File: config.mk
export PLATFORM = sky130hd
export DESIGN_NAME = regfile_dump_flat
export DESIGN_NICKNAME = d
export VERILOG_FILES = /design/src/rtl/cpu_pkg.sv /design/src/rtl/regfile_dump_if.sv /design/src/rtl/regdump_xor_acc.sv /design/src/rtl/regfile_dump.sv /design/src/flat_wrapper.sv
export SDC_FILE = /design/constraint.sdc
export NUM_CORES = 1
export LEC_CHECK = 0
export CAP_MARGIN = 30
export CORE_ASPECT_RATIO = 0.8
export CORE_MARGIN = 3
export CORE_UTILIZATION = 45
export CTS_BUF_LIST = sky130_fd_sc_hd__clkbuf_8
export DETAILED_ROUTE_END_ITERATION = 6
export GPL_TIMING_DRIVEN = 0
export PLACE_DENSITY = 0.87
export SYNTH_ARGS = -nofsm -noshare
export SYNTH_HDL_FRONTEND = slang
export SYNTH_SLANG_ARGS = --single-unit
File: constraint.sdc
create_clock -name clk -period 2.7 [get_ports clk]
set_clock_uncertainty 0.15 [all_clocks]
set_input_delay 0.54 -clock clk [delete_from_list [all_inputs] [get_ports clk]]
set_output_delay 0.54 -clock clk [all_outputs]
set_load 0.02 [all_outputs]
File: src/rtl/cpu_pkg.sv
// cpu_pkg
// Shared CPU constants and types used by RegisterFile, the CPU top and the
// register-file dump engine.
//   REGISTERS  : number of architectural registers
//   DATA_WIDTH : register width in bits
//   ADDR_WIDTH : register address width (2**ADDR_WIDTH >= REGISTERS)
//   dump_state_t : dump engine FSM states
package cpu_pkg;

  localparam int REGISTERS  = 32;
  localparam int DATA_WIDTH = 32;
  localparam int ADDR_WIDTH = 5;

  // CHECK is only reachable when the checksum beat is compiled in.
  typedef enum logic [1:0] {
    IDLE   = 2'd0,
    STREAM = 2'd1,
    CHECK  = 2'd2,
    FINISH = 2'd3
  } dump_state_t;

endpackage

File: src/rtl/regfile_dump_if.sv
// regfile_dump_if
// Bundles the register-file read port and the dump output stream.
//   rd_addr    : address to the register file's combinational read port
//   rd_data    : read data for rd_addr, valid in the same cycle
//   dump_valid : output beat valid
//   dump_ready : consumer accepts the beat
//   dump_index : register index of the beat (REGISTERS = checksum beat)
//   dump_data  : beat payload
//   dump_last  : final beat of the dump
// Modports: master = dump engine, slave = register file / consumer side.
interface regfile_dump_if #(
  parameter int ADDR_WIDTH = cpu_pkg::ADDR_WIDTH,
  parameter int DATA_WIDTH = cpu_pkg::DATA_WIDTH
);

  logic [ADDR_WIDTH-1:0] rd_addr;
  logic [DATA_WIDTH-1:0] rd_data;
  logic                  dump_valid;
  logic                  dump_ready;
  logic [ADDR_WIDTH:0]   dump_index;
  logic [DATA_WIDTH-1:0] dump_data;
  logic                  dump_last;

  modport master (
    output rd_addr,
    input  rd_data,
    output dump_valid,
    input  dump_ready,
    output dump_index,
    output dump_data,
    output dump_last
  );

  modport slave (
    input  rd_addr,
    output rd_data,
    input  dump_valid,
    output dump_ready,
    input  dump_index,
    input  dump_data,
    input  dump_last
  );

endinterface

File: src/rtl/regdump_xor_acc.sv
// regdump_xor_acc
// Running XOR of every value loaded into the dump stream; feeds the checksum
// beat of the register-file dump.
//   clk, rst_n : clock, asynchronous active-low reset
//   clear      : restart the accumulation
//   enable     : fold data into the accumulator
//   data       : value to fold in
//   acc        : current XOR of all folded values
// When clear and enable are both high the result is just data, so the very
// first value of a dump is captured in the same cycle the accumulator clears.
module regdump_xor_acc #(
  parameter int DATA_WIDTH = cpu_pkg::DATA_WIDTH
) (
  input  logic                  clk,
  input  logic                  rst_n,
  input  logic                  clear,
  input  logic                  enable,
  input  logic [DATA_WIDTH-1:0] data,
  output logic [DATA_WIDTH-1:0] acc
);

  // Accumulator register: clear drops the old sum, enable XORs the new value.
  always_ff @(posedge clk or negedge rst_n) begin
    if (!rst_n) begin
      acc <= '0;
    end else if (clear || enable) begin
      acc <= (clear ? '0 : acc) ^ (enable ? data : '0);
    end
  end

endmodule

File: src/rtl/regfile_dump.sv
// regfile_dump
// Sequential read-out engine for the CPU register file. A start request in
// IDLE walks every architectural register through a dedicated combinational
// read port and streams (index, value) beats on a valid/ready interface.
// The CPU must be halted during a dump since values are sampled live.
//   clk   : clock, all state changes on the rising edge
//   rst_n : asynchronous active-low reset, aborts any dump in progress
//   start : level-sampled dump request, only honoured in IDLE
//   busy  : a dump is in progress
//   done  : one-cycle pulse after the final handshake
//   bus   : regfile_dump_if.master (read port + dump stream)
// Optional feature: define REGDUMP_CHECKSUM_EN to append a checksum beat
// (index REGISTERS, payload = XOR of all dumped values) as the last beat.
module regfile_dump #(
  parameter int REGISTERS  = cpu_pkg::REGISTERS,
  parameter int DATA_WIDTH = cpu_pkg::DATA_WIDTH,
  parameter int ADDR_WIDTH = cpu_pkg::ADDR_WIDTH
) (
  input  logic                   clk,
  input  logic                   rst_n,
  input  logic                   start,
  output logic                   busy,
  output logic                   done,
  regfile_dump_if.master         bus
);

  import cpu_pkg::*;

  localparam logic [ADDR_WIDTH:0] END_CNT = (ADDR_WIDTH + 1)'(REGISTERS);
`ifndef REGDUMP_CHECKSUM_EN
  localparam logic [ADDR_WIDTH:0] LAST_IDX = (ADDR_WIDTH + 1)'(REGISTERS - 1);
`endif

  dump_state_t         state;
  logic [ADDR_WIDTH:0] cnt;
  logic                load_en;
  logic                handshake;
  logic                start_dump;

  // The read address comes straight from the counter with no register stage,
  // because the register file answers combinationally in the same cycle.
  assign bus.rd_addr = cnt[ADDR_WIDTH-1:0];

  assign handshake  = bus.dump_valid && bus.dump_ready;
  assign start_dump = (state == IDLE) && start;

  // A new register is loaded whenever the output slot is empty or being
  // drained this cycle, as long as registers remain. A stalled beat therefore
  // never changes under the consumer.
  assign load_en = (state == STREAM) && (!bus.dump_valid || bus.dump_ready) &&
                   (cnt < END_CNT);

`ifdef REGDUMP_CHECKSUM_EN
  logic [DATA_WIDTH-1:0] checksum;

  regdump_xor_acc #(
    .DATA_WIDTH(DATA_WIDTH)
  ) u_xor_acc (
    .clk    (clk),
    .rst_n  (rst_n),
    .clear  (start_dump),
    .enable (start_dump || load_en),
    .data   (bus.rd_data),
    .acc    (checksum)
  );
`endif

  // Dump FSM with registered outputs. Register 0 is captured on the start
  // edge itself so the first beat is valid right after that edge.
  always_ff @(posedge clk or negedge rst_n) begin
    if (!rst_n) begin
      state          <= IDLE;
      cnt            <= '0;
      bus.dump_valid <= 1'b0;
      bus.dump_last  <= 1'b0;
      bus.dump_index <= '0;
      bus.dump_data  <= '0;
      busy           <= 1'b0;
      done           <= 1'b0;
    end else begin
      case (state)
        IDLE: begin
          done <= 1'b0;
          if (start) begin
            bus.dump_data  <= bus.rd_data;
            bus.dump_index <= '0;
            bus.dump_valid <= 1'b1;
`ifdef REGDUMP_CHECKSUM_EN
            bus.dump_last  <= 1'b0;
`else
            bus.dump_last  <= (REGISTERS == 1);
`endif
            busy           <= 1'b1;
            cnt            <= (ADDR_WIDTH + 1)'(1);
            state          <= STREAM;
          end
        end

        STREAM: begin
          if (load_en) begin
            bus.dump_data  <= bus.rd_data;
            bus.dump_index <= cnt;
            bus.dump_valid <= 1'b1;
`ifndef REGDUMP_CHECKSUM_EN
            bus.dump_last  <= (cnt == LAST_IDX);
`endif
            cnt            <= cnt + 1'b1;
          end else if (handshake) begin
            // No registers left and the last register beat was accepted.
`ifdef REGDUMP_CHECKSUM_EN
            bus.dump_index <= END_CNT;
            bus.dump_data  <= checksum;
            bus.dump_last  <= 1'b1;
            state          <= CHECK;
`else
            bus.dump_valid <= 1'b0;
            bus.dump_last  <= 1'b0;
            busy           <= 1'b0;
            done           <= 1'b1;
            state          <= FINISH;
`endif
          end
        end

`ifdef REGDUMP_CHECKSUM_EN
        CHECK: begin
          if (handshake) begin
            bus.dump_valid <= 1'b0;
            bus.dump_last  <= 1'b0;
            busy           <= 1'b0;
            done           <= 1'b1;
            state          <= FINISH;
          end
        end
`endif

        FINISH: begin
          done  <= 1'b0;
          cnt   <= '0;
          state <= IDLE;
        end

        default: begin
          state <= IDLE;
        end
      endcase
    end
  end

endmodule

File: src/flat_wrapper.sv
// flat-port wrapper written by rule: the top's interface ports become plain ports
module regfile_dump_flat import cpu_pkg::*;
#(
  parameter int REGISTERS  = cpu_pkg::REGISTERS,
  parameter int DATA_WIDTH = cpu_pkg::DATA_WIDTH,
  parameter int ADDR_WIDTH = cpu_pkg::ADDR_WIDTH
)
  (clk, rst_n, start, busy, done, bus_rd_addr, bus_rd_data, bus_dump_valid, bus_dump_ready, bus_dump_index, bus_dump_data, bus_dump_last);
  regfile_dump_if #(.ADDR_WIDTH(ADDR_WIDTH), .DATA_WIDTH(DATA_WIDTH)) bus_i ();
  input  logic clk;
  input  logic rst_n;
  input  logic start;
  output logic busy;
  output logic done;
  output wire logic [$bits(bus_i.rd_addr)-1:0] bus_rd_addr;
  input wire logic [$bits(bus_i.rd_data)-1:0] bus_rd_data;
  output wire logic [$bits(bus_i.dump_valid)-1:0] bus_dump_valid;
  input wire logic [$bits(bus_i.dump_ready)-1:0] bus_dump_ready;
  output wire logic [$bits(bus_i.dump_index)-1:0] bus_dump_index;
  output wire logic [$bits(bus_i.dump_data)-1:0] bus_dump_data;
  output wire logic [$bits(bus_i.dump_last)-1:0] bus_dump_last;
  assign bus_rd_addr = bus_i.rd_addr;
  assign bus_i.rd_data = bus_rd_data;
  assign bus_dump_valid = bus_i.dump_valid;
  assign bus_i.dump_ready = bus_dump_ready;
  assign bus_dump_index = bus_i.dump_index;
  assign bus_dump_data = bus_i.dump_data;
  assign bus_dump_last = bus_i.dump_last;
  regfile_dump #(.REGISTERS(REGISTERS), .DATA_WIDTH(DATA_WIDTH), .ADDR_WIDTH(ADDR_WIDTH)) u_core (.clk(clk), .rst_n(rst_n), .start(start), .busy(busy), .done(done), .bus(bus_i));
endmodule
After elaboration in Yosys (flattened, before gate mapping)
Index checks and enable logic that the tools add are counted.
{"block": "totals", "regBits": 50, "in_bits": 36, "wordCells": 59}
{"block": "op_classes", "n_addsub": 1, "magnitude_cmp": 1, "n_eq_ne": 8, "mux": 25, "reduce_logical": 16}
{"cell": "32-bit 2-to-1 mux", "count": 2}
{"cell": "32-bit case mux with 2 select lines", "count": 1}
{"cell": "6-bit 2-to-1 mux", "count": 4}
{"cell": "6-bit case mux with 3 select lines", "count": 1}
{"cell": "3-bit AND reduction", "count": 5}
{"cell": "6-bit case mux with 2 select lines", "count": 1}
{"cell": "1-bit 2-to-1 mux", "count": 8}
{"cell": "1-bit case mux with 2 select lines", "count": 4}
{"cell": "6-bit by 1-bit adder with 6-bit output, second input constant", "count": 1}
{"cell": "6-bit by 5-bit equality test with 1-bit output, second input constant", "count": 1}
{"cell": "6-bit less-than comparator, second input constant", "count": 1}
{"cell": "2-bit 2-to-1 mux", "count": 3}
{"cell": "2-bit by 1-bit != test with 1-bit output, second input constant", "count": 2}
{"cell": "2-bit != test, second input constant", "count": 2}
{"cell": "2-bit case mux with 2 select lines", "count": 1}
{"cell": "4-bit AND reduction", "count": 1}
{"cell": "2-bit nonzero test", "count": 2}
{"cell": "1-bit logical AND", "count": 3}
{"cell": "3-bit by 1-bit != test with 1-bit output, second input constant", "count": 1}
{"cell": "3-bit nonzero test", "count": 1}
{"cell": "2-bit by 1-bit equality test with 1-bit output, second input constant", "count": 1}
{"cell": "2-bit equality test, second input constant", "count": 1}
{"cell": "2-bit logical NOT", "count": 1}
{"cell": "2-bit OR reduction", "count": 1}
{"cell": "other kinds (2)", "count": 2}

Depth between registers and ports, before layout
Gate-level depths: netlist (run 1).
{"block": "logic_depth", "ltp_word": 6, "mapped_depth": 8}

Worst setup path before layout (run 1)
Ideal clock, no wire load.
{"block": "synth_path", "path_kind": "register to register", "start": "register u_core.state[0]", "end": "register u_core.bus.dump_data[13]", "arrival_time_ns": 1.731, "t_required_ns": 2.425, "setup_slack_ns": 0.694, "path_stages_with_launch": 9, "path_buffers": 2, "path_cell_list": "dfrtp_1 > inv_1 > ha_1 > nand2b_1 > o21ai_0 > a21o_1 > buf_6 > buf_6 > mux2_4"}
{"block": "synth_between", "elab_chain_len": 5, "word_cells_on_any_way": 9, "classes_between": "eq/ne: 3; mux: 1; reduce/logical: 5"}
{"item": "start: declaration", "line_no": "regfile_dump.sv:34", "source": "dump_state_t state;"}
{"item": "start signal: assignment", "line_no": "regfile_dump.sv:72", "source": "state <= IDLE;"}
{"item": "start signal: assignment", "line_no": "regfile_dump.sv:95", "source": "state <= STREAM;"}
{"item": "start signal: assignment", "line_no": "regfile_dump.sv:120", "source": "state <= FINISH;"}
{"item": "2-bit by 1-bit equality test with 1-bit output", "line_no": "regfile_dump.sv:50, regfile_dump.sv:81"}
{"item": "1-bit logical AND (2 in series)", "line_no": "regfile_dump.sv:50", "source": "assign load_en = (state == STREAM) && (!bus.dump_valid || bus.dump_ready) &&"}
{"item": "2-bit by 1-bit != test with 1-bit output (no source line)"}
{"item": "3-bit AND reduction (no source line)"}
{"item": "end signal: assignment", "line_no": "regfile_dump.sv:85", "source": "bus.dump_data <= bus.rd_data;"}
{"item": "end signal: assignment", "line_no": "regfile_dump.sv:101", "source": "bus.dump_data <= bus.rd_data;"}
{"item": "end: declaration", "line_no": "regfile_dump_if.sv:30", "source": "output dump_data,"}
Several ways; a longest one is shown, not always the timed one.
A chain may end at the register's enable or synchronous reset.

Final worst setup path (run 1)
{"block": "layout_path", "start": "input start", "end": "register u_core.bus.dump_data[13]"}
{"block": "layout_between", "elab_chain_len": 2}
{"item": "start: declaration", "line_no": "flat_wrapper.sv:12", "source": "input logic start;"}
{"item": "2-bit != test (no source line)"}
{"item": "3-bit AND reduction (no source line)"}
No other way between the ends.

==> flow_metrics.env, run 1 <==
export IMPL_first_iter_violations=66
export IMPL_cts_hold_buffers=0
export IMPL_wire_per_inst_um=14.94
export IMPL_setup_tns_ps=0
export IMPL_ant_nets=0
export IMPL_power_total_uw=3994
export IMPL_r2r_slack_ps=380
export IMPL_synth_edf_count=0
export IMPL_yosysTopAreaCellShare=0.5675
export IMPL_fillCellCount=369
export IMPL_grt_pass1_wl_mm=7.652
export IMPL_antenna_cells=0
export IMPL_min_period_ps=2350
export IMPL_clk_pin_slew_worst_paths_ps=100
export IMPL_synth_cells=167
export IMPL_critPathCaptureType="register"
export IMPL_syn_nets=208
export IMPL_grt_ovfl_total=0
export IMPL_cts_buffers=5
export IMPL_synth_top_flop_cell="dfrtp_1"
export IMPL_route_met2_wl_mm=2.210
export IMPL_rsz0062_at_grt="false"
export IMPL_p_seq_frac=0.316
export IMPL_crit_required_ps=2740
export IMPL_drt_met1_wl_mm=2.104
export IMPL_grt_pass1_vias=1597
export IMPL_die_x_um=84.26
export IMPL_ff_latch_area_mm2=0.001251
export IMPL_rr_endpoint="u_core.bus.dump_data[13]$_DFFE_PN0P_"
export IMPL_vias=1597
export IMPL_initial_core_util=0.4739
export IMPL_worstPathArrival_ps=2390
export IMPL_cts_root_buf="clkbuf_8"
export IMPL_dieArea_mm2=0.005780
export IMPL_finalCritPeriodShare=0.8704
export IMPL_ys_warn_count=0
export IMPL_max_slew_margin=0.6040
export IMPL_ff2ff_path_depth=8
export IMPL_post_cts_resized=0
export IMPL_post_cts_buffers=0
export IMPL_clk_latency_ps=300
export IMPL_die_h_um=68.61
export IMPL_track_usage=0.1696
export IMPL_peakVddDrop_uv=600.2
export IMPL_htree_num_levels=2
export IMPL_cap_violations=0
export IMPL_fin_nets=298
export IMPL_numPortBuffers=82
export IMPL_design_core_area_mm2=0.004652
export IMPL_dp_hpwl_mm=3.664
export IMPL_combinationalPowerShare=0.575
export IMPL_timing_rr_start="u_core.state[0]$_DFFE_PN0P_"
export IMPL_worstPathMaxFanout=10
export IMPL_criticalPathCategory="input port to register"
export IMPL_io_pins=83
export IMPL_crit_path_start="start"
export IMPL_synth_seq_cells=50
export IMPL_ys_types=33
export IMPL_drtPass1Iterations=4
export IMPL_finalHoldViolCount=0
export IMPL_switchingPower_uw=1511
export IMPL_powerDensity_mw_per_mm2=1246
export IMPL_dr_max_layer_used="met4"
export IMPL_fmax_mhz=425.5
export IMPL_met3_length_um=394
export IMPL_grt_max_degree=33
export IMPL_antenna_found_initial=0
export IMPL_hold_path_class="input port to async pin"
export IMPL_yosysTopAreaCell="dfrtp_1"
export IMPL_drc=0
export IMPL_cts_sinks=50
export IMPL_syn_avg_cell_area_um2=13.20
export IMPL_clock_path_buffers=2
export IMPL_gp_congestion=0.8433
export IMPL_status="completed"
export IMPL_drive_gt1_frac=0.2093
export IMPL_multi_input_area_um2=849.6
export IMPL_cts_tree="done"
export IMPL_p_clk_frac=0.109
export IMPL_viasPerCell=5.022
export IMPL_intPower_uw=2483
export IMPL_setup_violations=0
export IMPL_yosysMostFrequentCell="dfrtp_1"
export IMPL_syn_cell_area_mm2=0.002205
export IMPL_worst_pin_slew_ps=590.1
export IMPL_async_reset_ff_frac=1.000
export IMPL_swShare=0.3783
export IMPL_fp_row_count=22
export IMPL_totalWireLength_mm=4.751
export IMPL_seq_area_frac_synth=0.5675
export IMPL_p_leak_uw=0.001411
export IMPL_ys_top_cells_by_area="dfrtp_1 (57%), mux2_2 (12%), mux2_4 (6.8%)"
export IMPL_area_growth_pct=45.40
export IMPL_start_kind="input port"
export IMPL_yosys_top_cells_count="dfrtp_1 (50), mux2_2 (23), nand2_1 (12)"
export IMPL_slew_viol_final=0
## sequential cells by signal (all words and copies together) (netlist names)
name and cells:
u_core.state 2, u_core.busy 1, u_core.cnt 6, u_core.bus.dump_last 1, u_core.bus.dump_data 32, u_core.bus.dump_valid 1
u_core.bus.dump_index 6, u_core.done 1
## layout by cell type (no fill, tap or decap), types with 3 or more instances in the layout
master and count:
clkbuf_8 5, mux2_2 23, dfrtp_1 50, mux2_4 10
mux2i_1 3, ha_1 5, buf_4 5, inv_1 6
clkbuf_1 3, and2_1 3, o22a_1 3, o21ai_0 7
clkdlybuf4s50_1 81, a21oi_1 6, buf_2 3, nand3_1 3
nand2_1 12
## layer usage
layer,global-route usage,up-vias
li1,-,754
met1,0.2290,779
met2,0.2618,60
met3,0.06295,4
met4,0.04217,0
met5,0,-
## per-stage QoR
step	worst slack, ps	hold slack [ps]	area, µm²	util	std cells
2_1_floorplan	693.9	94.41	2205	-	167
3_3_place_gp	-496.5	319.0	3100	0.6665	309
3_5_place_dp	40.03	331.2	3115	0.6697	310
4_1_cts	355.7	28.08	3206	0.6891	318
5_1_grt	247.3	28.00	3206	0.6891	318
6_report	350.0	16.97	3206	0.6891	318
## cell type report
class	instances	share of cell area
sequential	50	0.3903
multi-input combinational	99	0.2650
timing repair buffer	83	0.2607
buffer	12	0.02537
tap	60	0.02342
clock buffer	5	0.02147
inverter	6	0.007026
clock inverter	3	0.006635
## worst max-delay path, stage by stage
cell,delay [ps]
clkdlybuf4s50_1,510
nand2b_1,280
o21ai_0,210
a21o_1,220
buf_6,150
buf_6,160
mux2_4,300
## how the worst max path moves through the flow
stage / endpoint / slack (ps)
2_1_floorplan: u_core.bus.dump_data[13]$_DFFE_PN0P_ / 690
3_3_place_gp: u_core.bus.dump_data[22]$_DFFE_PN0P_ / -500
3_5_place_dp: u_core.bus.dump_data[18]$_DFFE_PN0P_ / 40
4_1_cts: u_core.bus.dump_data[13]$_DFFE_PN0P_ / 360
5_1_grt: u_core.bus.dump_data[13]$_DFFE_PN0P_ / 250
6_report: u_core.bus.dump_data[13]$_DFFE_PN0P_ / 350
## cell families (layout without fill, tap and decap cells)
| kind of cell | after synthesis | count (layout) | share of synthesized area |
|---|---|---|---|
| AOI/OAI and AO/OA | 25 | 25 | 0.07548 |
| adders and majority gates | 5 | 5 | 0.02838 |
| buffers and inverters | 18 | 109 | 0.04711 |
| DFF | 50 | 50 | 0.5675 |
| muxes | 36 | 36 | 0.1992 |
| and+or+nand+nor | 33 | 33 | 0.08229 |
## power groups by stage
stage          Sequential, µW  Combinational [µW]  Clock [µW]
3_3_place_gp             1260                2260           0
5_1_grt                  1310                2460         485
4_1_cts                  1270                2330         448
3_5_place_dp             1280                2330           0
6_report                 1260                2300         434
2_1_floorplan            1600                1090           0
Power figures use the tool's default switching activity.
==> inputs of run 2 (changes only) <==
- SETUP_SLACK_MARGIN: not set -> 0.15
==> results of run 2 <==
No change in the layout: final DEF, timing and power equal those of run 1.
